### src/rtl/router_pkg.sv
// router_pkg: shared definitions for the router packet source.
//   ADDR_W / LEN_W / DATA_W : header field widths (DATA_W = ADDR_W + LEN_W)
//   ILLEGAL_ADDR            : destination value the router has no FIFO for
//   state_t                 : packet source FSM states
//   pack_header()           : builds the {length, address} header byte
package router_pkg;

  localparam int ADDR_W = 2;
  localparam int LEN_W  = 6;
  localparam int DATA_W = 8;

  localparam logic [ADDR_W-1:0] ILLEGAL_ADDR = 2'b11;

  typedef enum logic [1:0] {
    IDLE,
    HEADER,
    PAYLOAD,
    PARITY
  } state_t;

  function automatic logic [DATA_W-1:0] pack_header(input logic [LEN_W-1:0]  len,
                                                    input logic [ADDR_W-1:0] addr);
    return {len, addr};
  endfunction

endpackage

### src/rtl/router_pkt_src_if.sv
// router_pkt_src_if: request side and router side of the packet source.
//   start, dest_addr, pay_len, seed : packet request (driven by the user)
//   busy                            : router back-pressure
//   data_out, pkt_valid             : byte stream towards the router
//   tx_active, done, err            : status back to the user
//   inject_err                      : only with ROUTER_SRC_ERR_INJ_EN defined;
//                                     requests a deliberately wrong parity byte
// Modports: master = the packet source, slave = everything around it.
interface router_pkt_src_if;
  import router_pkg::*;

  logic              start;
  logic [ADDR_W-1:0] dest_addr;
  logic [LEN_W-1:0]  pay_len;
  logic [DATA_W-1:0] seed;
  logic              busy;
`ifdef ROUTER_SRC_ERR_INJ_EN
  logic              inject_err;
`endif
  logic [DATA_W-1:0] data_out;
  logic              pkt_valid;
  logic              tx_active;
  logic              done;
  logic              err;

  modport master (
`ifdef ROUTER_SRC_ERR_INJ_EN
    input  inject_err,
`endif
    input  start, dest_addr, pay_len, seed, busy,
    output data_out, pkt_valid, tx_active, done, err
  );

  modport slave (
`ifdef ROUTER_SRC_ERR_INJ_EN
    output inject_err,
`endif
    output start, dest_addr, pay_len, seed, busy,
    input  data_out, pkt_valid, tx_active, done, err
  );

endinterface

### src/rtl/router_pkt_src.sv
// router_pkt_src: source end of the router packet protocol.
// On a legal start request it sends one packet -- header {len, addr},
// len payload bytes seed, seed+1, ... (wrapping), then one parity byte
// (XOR of header and payload) -- honouring the router's busy signal, and
// pulses done once the parity byte has been taken.  An illegal request
// (address 3 or length 0) only pulses err.
// Ports:
//   clock : rising-edge clock
//   reset : synchronous, active-high; aborts any packet in flight
//   bus   : router_pkt_src_if.master (request, byte stream, status)
// Optional build macro ROUTER_SRC_ERR_INJ_EN adds bus.inject_err: when it
// is high with a legal start, that packet's parity byte is inverted.
// All outputs are registered.
module router_pkt_src
  import router_pkg::*;
(
  input  logic             clock,
  input  logic             reset,
  router_pkt_src_if.master bus
);

  if (DATA_W != ADDR_W + LEN_W) begin : g_width_check
    $error("router_pkt_src: DATA_W must equal ADDR_W + LEN_W");
  end

  state_t            state, state_nxt;
  logic [DATA_W-1:0] data_q, data_nxt;
  logic              vld_q, vld_nxt;
  logic              act_q, act_nxt;
  logic              done_q, done_nxt;
  logic              err_q, err_nxt;
  logic [LEN_W-1:0]  len_q, len_nxt;
  logic [LEN_W-1:0]  idx_q, idx_nxt;
  logic [DATA_W-1:0] seed_q, seed_nxt;
  logic [DATA_W-1:0] par_q, par_nxt;
  logic [DATA_W-1:0] pay_byte;
  logic [DATA_W-1:0] par_byte;
  logic              legal;
`ifdef ROUTER_SRC_ERR_INJ_EN
  logic              inj_q, inj_nxt;
`endif

  assign legal    = (bus.dest_addr != ILLEGAL_ADDR) && (bus.pay_len != '0);
  // Incrementing pattern; the add wraps modulo 2^DATA_W on purpose.
  assign pay_byte = seed_q + DATA_W'(idx_q);

`ifdef ROUTER_SRC_ERR_INJ_EN
  assign par_byte = inj_q ? ~par_q : par_q;
`else
  assign par_byte = par_q;
`endif

  always_comb begin
    state_nxt = state;
    data_nxt  = data_q;
    vld_nxt   = vld_q;
    done_nxt  = 1'b0;
    err_nxt   = 1'b0;
    len_nxt   = len_q;
    seed_nxt  = seed_q;
    idx_nxt   = idx_q;
    par_nxt   = par_q;
`ifdef ROUTER_SRC_ERR_INJ_EN
    inj_nxt   = inj_q;
`endif

    case (state)
      IDLE: begin
        data_nxt = '0;
        vld_nxt  = 1'b0;
        if (bus.start) begin
          if (legal) begin
            len_nxt   = bus.pay_len;
            seed_nxt  = bus.seed;
`ifdef ROUTER_SRC_ERR_INJ_EN
            inj_nxt   = bus.inject_err;
`endif
            data_nxt  = pack_header(bus.pay_len, bus.dest_addr);
            vld_nxt   = 1'b1;
            par_nxt   = pack_header(bus.pay_len, bus.dest_addr);
            idx_nxt   = '0;
            state_nxt = HEADER;
          end else begin
            err_nxt = 1'b1;
          end
        end
      end

      // The byte on data_out is consumed only when busy is low; otherwise
      // everything holds via the defaults above.
      HEADER, PAYLOAD: begin
        if (!bus.busy) begin
          if (idx_q < len_q) begin
            data_nxt  = pay_byte;
            par_nxt   = par_q ^ pay_byte;
            idx_nxt   = idx_q + LEN_W'(1);
            state_nxt = PAYLOAD;
          end else begin
            data_nxt  = par_byte;
            vld_nxt   = 1'b0;
            state_nxt = PARITY;
          end
        end
      end

      PARITY: begin
        if (!bus.busy) begin
          data_nxt  = '0;
          done_nxt  = 1'b1;
          state_nxt = IDLE;
        end
      end

      default: state_nxt = IDLE;
    endcase

    // Registered copy of "not idle" so it lines up with the state register.
    act_nxt = (state_nxt != IDLE);
  end

  always_ff @(posedge clock) begin
    if (reset) begin
      state  <= IDLE;
      data_q <= '0;
      vld_q  <= 1'b0;
      act_q  <= 1'b0;
      done_q <= 1'b0;
      err_q  <= 1'b0;
      len_q  <= '0;
      idx_q  <= '0;
      seed_q <= '0;
      par_q  <= '0;
`ifdef ROUTER_SRC_ERR_INJ_EN
      inj_q  <= 1'b0;
`endif
    end else begin
      state  <= state_nxt;
      data_q <= data_nxt;
      vld_q  <= vld_nxt;
      act_q  <= act_nxt;
      done_q <= done_nxt;
      err_q  <= err_nxt;
      len_q  <= len_nxt;
      idx_q  <= idx_nxt;
      seed_q <= seed_nxt;
      par_q  <= par_nxt;
`ifdef ROUTER_SRC_ERR_INJ_EN
      inj_q  <= inj_nxt;
`endif
    end
  end

  assign bus.data_out  = data_q;
  assign bus.pkt_valid = vld_q;
  assign bus.tx_active = act_q;
  assign bus.done      = done_q;
  assign bus.err       = err_q;

endmodule
### src/flat_wrapper.sv
// flat-port wrapper written by rule: the top's interface ports become plain ports
module router_pkt_src_flat import router_pkg::*;
  (clock, reset, bus_start, bus_dest_addr, bus_pay_len, bus_seed, bus_busy, bus_data_out, bus_pkt_valid, bus_tx_active, bus_done, bus_err);
  router_pkt_src_if bus_i ();
  input  logic clock;
  input  logic reset;
  input wire logic [$bits(bus_i.start)-1:0] bus_start;
  input wire logic [$bits(bus_i.dest_addr)-1:0] bus_dest_addr;
  input wire logic [$bits(bus_i.pay_len)-1:0] bus_pay_len;
  input wire logic [$bits(bus_i.seed)-1:0] bus_seed;
  input wire logic [$bits(bus_i.busy)-1:0] bus_busy;
  output wire logic [$bits(bus_i.data_out)-1:0] bus_data_out;
  output wire logic [$bits(bus_i.pkt_valid)-1:0] bus_pkt_valid;
  output wire logic [$bits(bus_i.tx_active)-1:0] bus_tx_active;
  output wire logic [$bits(bus_i.done)-1:0] bus_done;
  output wire logic [$bits(bus_i.err)-1:0] bus_err;
  assign bus_i.start = bus_start;
  assign bus_i.dest_addr = bus_dest_addr;
  assign bus_i.pay_len = bus_pay_len;
  assign bus_i.seed = bus_seed;
  assign bus_i.busy = bus_busy;
  assign bus_data_out = bus_i.data_out;
  assign bus_pkt_valid = bus_i.pkt_valid;
  assign bus_tx_active = bus_i.tx_active;
  assign bus_done = bus_i.done;
  assign bus_err = bus_i.err;
  router_pkt_src u_core (.clock(clock), .reset(reset), .bus(bus_i));
endmodule
### config.mk
export PLATFORM = sky130hd
export DESIGN_NAME = router_pkt_src_flat
export DESIGN_NICKNAME = d
export VERILOG_FILES = /design/src/rtl/router_pkg.sv /design/src/rtl/router_pkt_src_if.sv /design/src/rtl/router_pkt_src.sv /design/src/flat_wrapper.sv
export SDC_FILE = /design/constraint.sdc
export NUM_CORES = 1
export LEC_CHECK = 0
export ABC_AREA = 1
export CORE_AREA = 2 2 96 98
export DETAILED_ROUTE_END_ITERATION = 10
export DIE_AREA = 0 0 98 100
export PLACE_DENSITY = 0.55
export SYNTH_ARGS = -nofsm -noshare
export SYNTH_HDL_FRONTEND = slang
export SYNTH_SLANG_ARGS = --single-unit
### constraint.sdc
create_clock -name clock -period 3.1 [get_ports clock]
set_input_delay 0.62 -clock clock [delete_from_list [all_inputs] [get_ports clock]]
set_output_delay 0.62 -clock clock [all_outputs]
set_load 0.05 [all_outputs]
### After elaboration in Yosys (flattened, before gate mapping)

Index checks and enable logic that the tools add are counted.

| word-level totals | value |
|---|---|
| bits in registers | 42 |
| input bits | 20 |
| output and inout port bits | 12 |

| cells by class | value |
|---|---|
| add/subtract/negate cells | 2 |
| order comparisons | 1 |
| equality and inequality tests | 10 |
| multiplexer cells | 29 |
| bitwise logic cells | 4 |
| reductions and logical operators | 12 |

Operators with widths:

| operator | number |
|---|---|
| 8-bit two-way mux | 9 |
| 6-bit two-way mux | 4 |
| 8-bit case mux with 3 select lines | 1 |
| 8-bit case mux with 2 select lines | 1 |
| 6-bit case mux with 2 select lines | 1 |
| 2-bit inequality test, second input constant | 5 |
| 8-bit by 6-bit adder with 8-bit output | 1 |
| 2-bit two-way mux | 4 |
| 8-bit XOR | 1 |
| 1-bit two-way mux | 7 |
| 6-bit by 1-bit adder with 6-bit output, second input constant | 1 |
| 6-bit < comparator | 1 |
| 2-bit case mux with 3 select lines | 1 |
| 3-bit AND reduction | 2 |
| 6-bit nonzero test | 1 |
| 5-bit AND reduction | 1 |
| 2-bit == test, second input constant | 2 |
| 2-bit by 1-bit inequality test with 1-bit output, second input constant | 2 |
| 2-bit nonzero test | 2 |
| 2-bit OR reduction | 2 |
| 1-bit NOT | 3 |
| 3-bit OR reduction | 1 |
| 2-bit by 1-bit == test with 1-bit output, second input constant | 1 |
| 2-bit zero test | 1 |
| 3 further kinds | 3 |

### Longest topological paths before layout

Gate-level depths: netlist (run 1).

| logic depth | value |
|---|---|
| depth in word-level cells | 6 |
| depth in mapped cells | 13 |

### Worst setup path before layout (run 1)

Ideal clock, no wire load.

| path | value |
|---|---|
| kind | register to register |
| start point | reg u_core.idx_q[0] |
| end point | reg u_core.par_q[2], in the netlist u_core.par_byte[2] |
| setup time | 0.132 ns |
| arrival | 1.549 ns |
| path slack | 1.418 ns |
| cell stages (with the launch flop) | 9 |
| buffers on the path | 0 |
| period minus slack after synthesis | 1.682 ns |
| cell sequence | dfxtp_1 ha_1 fa_1 xnor2_1 or2_2 nand3_1 nand2_1 nand2_1 a21oi_1 |

| on the way | value |
|---|---|
| longest elaborated chain between the ends | 5 |
| elaborated cells on any way between the ends | 8 |

Ends and longest elaborated chain:

| item | line | RTL |
|---|---|---|
| from (decl) | router_pkt_src.sv:33 | `logic [LEN_W-1:0] idx_q, idx_nxt;` |
| from (signal assigned) | router_pkt_src.sv:144 | `idx_q <= idx_nxt;` |
| 8-bit by 6-bit adder with 8-bit output | router_pkt_src.sv:45 | `assign pay_byte = seed_q + DATA_W'(idx_q);` |
| 8-bit XOR | router_pkt_src.sv:95 | `par_nxt = par_q ^ pay_byte;` |
| 8-bit two-way mux | router_pkt_src.sv:93 | `if (idx_q < len_q) begin` |
| 8-bit two-way mux | router_pkt_src.sv:92 | `if (!bus.busy) begin` |
| 8-bit case mux with 2 select lines | router_pkt_src.sv:67 | `case (state)` |
| to (signal assigned) | router_pkt_src.sv:146 | `par_q <= par_nxt;` |
| to (decl) | router_pkt_src.sv:35 | `logic [DATA_W-1:0] par_q, par_nxt;` |

Parallel ways exist; a longest one is shown, timed or not. The select of a mux whose other input is x is not followed.
A chain may end at the register's enable or synchronous reset.

### Worst setup path in the final report (run 1)

| path | value |
|---|---|
| start point | reg u_core.state[0] |
| end point | reg u_core.par_q[4], in the netlist u_core.par_byte[4] |

| on the way | value |
|---|---|
| longest elaborated chain between the ends | 4 |
| elaborated cells on any way between the ends | 11 |

Ends and longest elaborated chain:

| item | line | RTL |
|---|---|---|
| from (decl) | router_pkt_src.sv:26 | `state_t state, state_nxt;` |
| from (signal assigned) | router_pkt_src.sv:137 | `state <= state_nxt;` |
| 2-bit by 1-bit == test with 1-bit output / 2-bit == test (equally long branches) | router_pkt_src.sv:67 |  |
| 2-bit OR reduction | router_pkt_src.sv:67 |  |
| 2-bit by 1-bit inequality test with 1-bit output (no source line) (tied with other cells) | - |  |
| 5-bit AND reduction (no source line) | - |  |

Parallel ways exist; a longest one is shown, timed or not.

==> results of run 1 <==
## worst max path at each step
stage                          from                      to  slack, ps
global route        u_core.state[0]  u_core.bus.data_out[0]        570
floorplan           u_core.idx_q[0]      u_core.par_byte[2]       1420
global placement     bus_pay_len[5]  u_core.bus.data_out[4]        650
finish              u_core.state[0]      u_core.par_byte[4]        810
detailed placement   bus_pay_len[5]  u_core.bus.data_out[5]        550
CTS                 u_core.state[0]      u_core.par_byte[3]        810
## per-stage QoR
stage                     hold slack (ps)  setup slack (ps)  area [um2]  total power [W]  instances
after global routing                  499               575        3020          0.00172        532
after CTS                             475               807        3020          0.00162        532
final                                 475               811        3020          0.00161        532
after global placement                457               647        2940          0.00126        525
after floorplan                       438              1420        2540          0.00110        391
after detailed placement              462               552        2940          0.00127        525
## logic make-up (layout without fill, tap and decap cells)
kind of cell / Yosys count / in the layout / share of synthesized area [%]
AO/OA/AOI/OAI: 68 / 68 / 14.4
XOR/XNOR: 6 / 6 / 2.07
flip-flops: 42 / 42 / 33.1
buffers and inverters: 69 / 99 / 11.2
AND/OR/NAND/NOR: 191 / 191 / 31.5
adder cells (fa/ha/maj): 15 / 15 / 7.68
## layout by cell type (no fill, tap or decap), types with 3 or more instances in the layout
cell,count
nand2_1,127
inv_1,53
dfxtp_1,42
a21oi_1,37
clkdlybuf4s50_1,31
nor2_1,29
o21ai_0,21
nand3_1,18
ha_1,14
inv_2,5
nand4_1,5
clkbuf_8,5
xor2_1,4
nand2_2,3
o21ai_1,3
buf_4,3
## metal layers
| layer | up-vias | wire (um) | GRT usage, % |
|---|---|---|---|
| li1 | 1289 | - | - |
| met1 | 1081 | 3370 | 20.8 |
| met2 | 49 | 2990 | 23.4 |
| met3 | 7 | 313 | 2.44 |
| met4 | 0 | 56 | 3.21 |
| met5 | - | 0 | 0 |
## power by group
group | internal (W) | switching (W) | leakage (nW)
clock network | 0.000152 | 0.000198 | 0.0438
logic | 0.000199 | 0.000412 | 0.999
registers | 0.000606 | 0.0000396 | 0.344
total | 0.000957 | 0.000649 | 1.39
## flip-flops by register name, summed over array words and instances, names as in the netlist
signal                flops
u_core.bus.data_out       8
u_core.par_byte           8
u_core.seed_q             8
u_core.idx_q              6
u_core.len_q              6
u_core.state              2
u_core.bus.done           1
u_core.bus.err            1
u_core.bus.pkt_valid      1
u_core.bus.tx_active      1
## final cells by class
type                       count  area, um2  share of cell area, %
multi-input combinational    280       1410                   46.8
clock buffer                   5       68.8                   2.28
inverter                      58        218                   7.20
sequential                    42        841                   27.8
clock inverter                 2       10.0                  0.331
timing repair buffer          34        333                   11.0
tap                          111        139                   4.59
## critical path: cells and delay by family, from the launching register on
kind,cells,cell delay (ps)
fa+ha+maj,1,490
compound gates,2,490
simple gates,2,480
buf+inv,3,390
flops,1,370
==> results.md, run 1 <==
- Bufs on Longest Clock Path: 2
- Gr usage total: 14.6%
- Worst Hold End: u_core.seed_q[0]
- Final core area utilization: approximately 34%
- Final wirelength: approximately 6.7 mm
- TritonRoute pass-1 iters: 4
- Synthesized Nets: 426
- Clock root buffer: clkbuf_8
- Reg2reg end: u_core.par_byte[4]
- Clock slew seen by the registers of the worst setup and hold paths: ~90 ps
- Setup TNS: 0 ps
- Max VDD drop: 0.253 mV
- Synth Cell Area: 2540 um2
- Most frequent cell after synthesis: nand2_1
- DIE WIDTH: 98 um
- # diodes: 0
- Number of global-route vias before repair: 2364
- Achievable Freq: 0.437 GHz
- First-pass GRT wire length: around 12 mm
- Slew headroom: 31.3%
- Crit share post-route: 73.8%
- Register bit total from synthesis: 42
- Routed Antenna Nets: 0
- Number of synthesized flops with an enable pin: 0
- Vias: 2426
- Warnings, synthesis: 0
- Die height: 100 um
- Max capacitance violation total: 0
- Final HPWL from detailed placement: about 5 mm
- CTS tree: done
- Vias per inst: between 4 and 5
- Reg2reg setup slack: a little over 800 ps
- Synth Instances: 391
- Nets: 456
- RR Startpoint: u_core.state[0]
- Most used DFF post-synth: dfxtp_1
- Startpoint Class: flip-flop
- Max-slew violations: 0
- Worst hold path cell count: 2
- Post-synth top area cell: dfxtp_1
- P_leak: 1.39 nW
- # fillers: 1003
- Row cnt: 35
- TritonCTS Buffers: 5
- Layout cells sized above 1: ~6.4%
- CTS sink cnt: 42
- Worst path arrival time: between 2000 and 3000 ps
- Worst path cell trace: inv_1 > ha_1 > buf_4 > a21oi_2 > nand3_2 > o21ai_0 > inv_1 > nor2_1
- Core box area: 8890 um2
- Synth unique cells: 31
- Worst Setup Path Type: flip-flop to flip-flop
- Largest net degree at the start of global routing: 23
- Post-synthesis async set-or-reset flop share: 0%
- CP Capture Type: flip-flop
- Gpl congestion: 0.823
- Status: completed
- RSZ-0062 raised after global routing: false
- Post-Syn Area per Cell: 6.50 um2
- Slowest cell on crit path: ha_1
- Largest cells by area after synthesis: dfxtp_1 (33%), nand2_1 (19%), inv_1 (7.8%)
- First-iteration detailed-routing DRC count: around 120
- IO buf count: 31
- Max FO, Critical Path: 16
- DRC: 0
- Setup repair bufs after CTS: 0
- Worst slew pin tran: ~1000 ps
- Hold/Removal Path Class: flip-flop to flip-flop
- Max Clock Skew: 8.43 ps
- Final setup violating endpoints: 0
- Final Hold Viols: 0
- H-tree depth: 2
- Post-synthesis sequential area ratio: 33.1%
- Post-CTS Hold Fix Bufs: 0
- Cts repair resizes: 0
- Drt wl/cell: 12.6 um
- Largest stage delay, worst path: 490 ps
- Top cells by count, synth: nand2_1 (127), inv_1 (53), dfxtp_1 (42)
- Most numerous cell on the critical path: inv_1
- Worst reg2reg path depth: 8
- PwrDens: between 500 and 600 nW/um2
- Die ar.: about 10000 um2
- Initial Utilization: roughly 29%
- Clk Latency, worst-skew pair: 300 ps
- HP Start: u_core.seed_q[0]
- Worst endpoint required time: between 3000 and 4000 ps
- Initial antenna violation count: 0
- Area growth, synth to finish: 19.0%
- Top-area cell type share of the netlist area: between 30 and 40%
- Top-level I/O count: 32
- Grt ovf: 0
- Fin crit period: between 2000 and 2500 ps
Note: power is estimated with default switching activity, not from simulation.
==> inputs of run 2 (changes only) <==
- clock period: 3.1 -> 2.28 ns (I/O delays scaled with it)
==> run 2 against run 1 <==
Effect of this change: critical path type unchanged; critical path depth increased by 1; final cell count increased by 1.1%; hold slack got worse by 4.9 ps; clock skew decreased by 3.9 ps; setup slack got worse by 520 ps.
==> results.md, run 2 (synthesis results as in run 1) <==
- Largest stage delay, worst path: roughly 540 ps
- Post-place setup slack: 54.5 ps
- Routed Antenna Nets: 0
- Slew headroom: between 60% and 70%
- Nets: between 400 and 500
- Bufs on Longest Clock Path: 2
- Core box area: 8890 um2
- Cts repair resizes: 0
- Post-CTS Hold Fix Bufs: 0
- Final wirelength: 6.71 mm
- IO buf count: 31
- Top-level I/O count: 32
- Clk Latency, worst-skew pair: 300 ps
- Grt ovf: 0
- Initial antenna violation count: 0
- Layout cells sized above 1: 7.73%
- Crit share post-route: 87.4%
- Setup repair bufs after CTS: 0
- Comb power frac: 36.9%
- Psw: 0.000897 W
- Max capacitance violation total: 0
- Worst Setup Path Type: flip-flop to flip-flop
- Max Clock Skew: 4.53 ps
- Placed Cells: 530
- Switch share: about two fifths
- Setup TNS: 0 ps
- Gr usage total: 14.6%
- CP Buf/Inv Count: 1
- Die ar.: around 10000 um2
- Area growth, synth to finish: 21.7%
- Clk network pwr share: 25.6%
- Worst endpoint required time: 2470 ps
- Clock slew seen by the registers of the worst setup and hold paths: 80 ps
- TritonRoute pass-1 iters: 4
- Row cnt: 35
- TritonCTS Buffers: 5
- RSZ-0062 raised after global routing: false
- Hold/Removal Path Class: flip-flop to flip-flop
- Die height: 100 um
- PwrDens: 756 nW/um2
- Worst path cell trace: inv_1 > ha_1 > nor2_2 > a21oi_2 > nand2_1 > nor2_4 > nand2_1 > nand2_1 > a21oi_2
- Worst slew pin tran: roughly 560 ps
- First-pass GRT wire length: 11.4 mm
- CTS sink cnt: 42
- Final core area utilization: about a third
- # diodes: 0
- CTS tree: done
- Finished Layout Cells: 538
- Reg power frac: approximately 37%
- Drt wl/cell: between 10 and 15 um
- Achievable Freq: 0.502 GHz
- Largest net degree at the start of global routing: 22
- Number of global-route vias before repair: 2385
- H-tree depth: 2
- Final worst slack: 287 ps
- Max FO, Critical Path: 12
- Startpoint Class: flip-flop
- Gpl congestion: approximately 0.81
- Hold Slack: 470 ps
- CP delay by family, top: simple AND/OR/NAND/NOR gates
- CP Capture Type: flip-flop
- Vias: 2490
- Most numerous cell on the critical path: nand2_1
- DIE WIDTH: 98 um
- Slowest cell on crit path: ha_1
- Reg2reg setup slack: 290 ps
- Final setup violating endpoints: 0
- Pint: roughly 0.0014 W
- P_leak: 1.42 nW
- Worst path arrival time: about 2200 ps
- Most common cell after layout, fill and taps aside: nand2_1
- First-iteration detailed-routing DRC count: 132
- DRC: 0
- Clock root buffer: clkbuf_8
- Initial Utilization: 28.6%
- Max VDD drop: 0.300 mV
- Final Hold Viols: 0
- Fin crit period: 1990 ps
- Final HPWL from detailed placement: about 5 mm
- Status: completed
- Commonest non-fill, non-tap cells in the layout: nand2_1 (127), inv_1 (53), dfxtp_1 (42)
- Vias per inst: 4.63
- Max-slew violations: 0
## run 2: changes by cell type in the layout (fill, tap and decap cells not counted)
cell	before	now
buf_4	3	8
bufinv_16	0	1
## run 2: area by class of cell
cell class                 instances  area (um2)
multi-input combinational        280        1410
fill                             975        5800
inverter                          58         218
timing repair buffer              39         370
clock inverter                     3        40.0
tap                              111         139
sequential                        42         841
clock buffer                       5        68.8
## run 2: final timing paths
check / from / to / depth (start not counted)
worst max-delay path: u_core.state[0] / u_core.par_byte[7] / 9
worst min-delay path: u_core.len_q[5] / u_core.len_q[5] / 2
worst max register to register: u_core.state[0] / u_core.par_byte[7] / 9
worst min register to register: u_core.len_q[5] / u_core.len_q[5] / 2
## run 2: worst reg2reg max path, cell delays in order (launching register included)
cell	delay, ps
dfxtp_1	370
inv_1	50
ha_1	540
nor2_2	100
a21oi_2	200
nand2_1	140
nor2_4	270
nand2_1	80
nand2_1	80
a21oi_2	50
## run 2: per-stage QoR
step	total power, W	instance area (um2)
finish	0.00234	3090
global route	0.00251	3090
CTS	0.00236	3090
detailed placement	0.00175	2980
global placement	0.00174	2980
floorplan	0.00150	2540
## run 2: routing by layer
layer	vias to the layer above	share of wire (%)	global-route usage, %
met4	0	0.94	3.21
met2	60	45	24.0
met3	7	5.0	3.27
li1	1306	-	-
met1	1117	49	19.6
met5	-	0	0
## run 2: power by group through the flow
stage / clock [W] / sequential [W] / combinational (W)
final: 0.000599 / 0.000875 / 0.000863
after global routing: 0.000660 / 0.000888 / 0.000960
after CTS: 0.000622 / 0.000875 / 0.000863
after detailed placement: 0 / 0.000892 / 0.000858
after global placement: 0 / 0.000893 / 0.000852
after floorplan: 0 / 0.000971 / 0.000530
==> inputs of run 3 (changes only) <==
- SLEW_MARGIN: not set -> 20
==> results of run 3 <==
The final DEF is identical to that of run 2; final timing and power are the same.
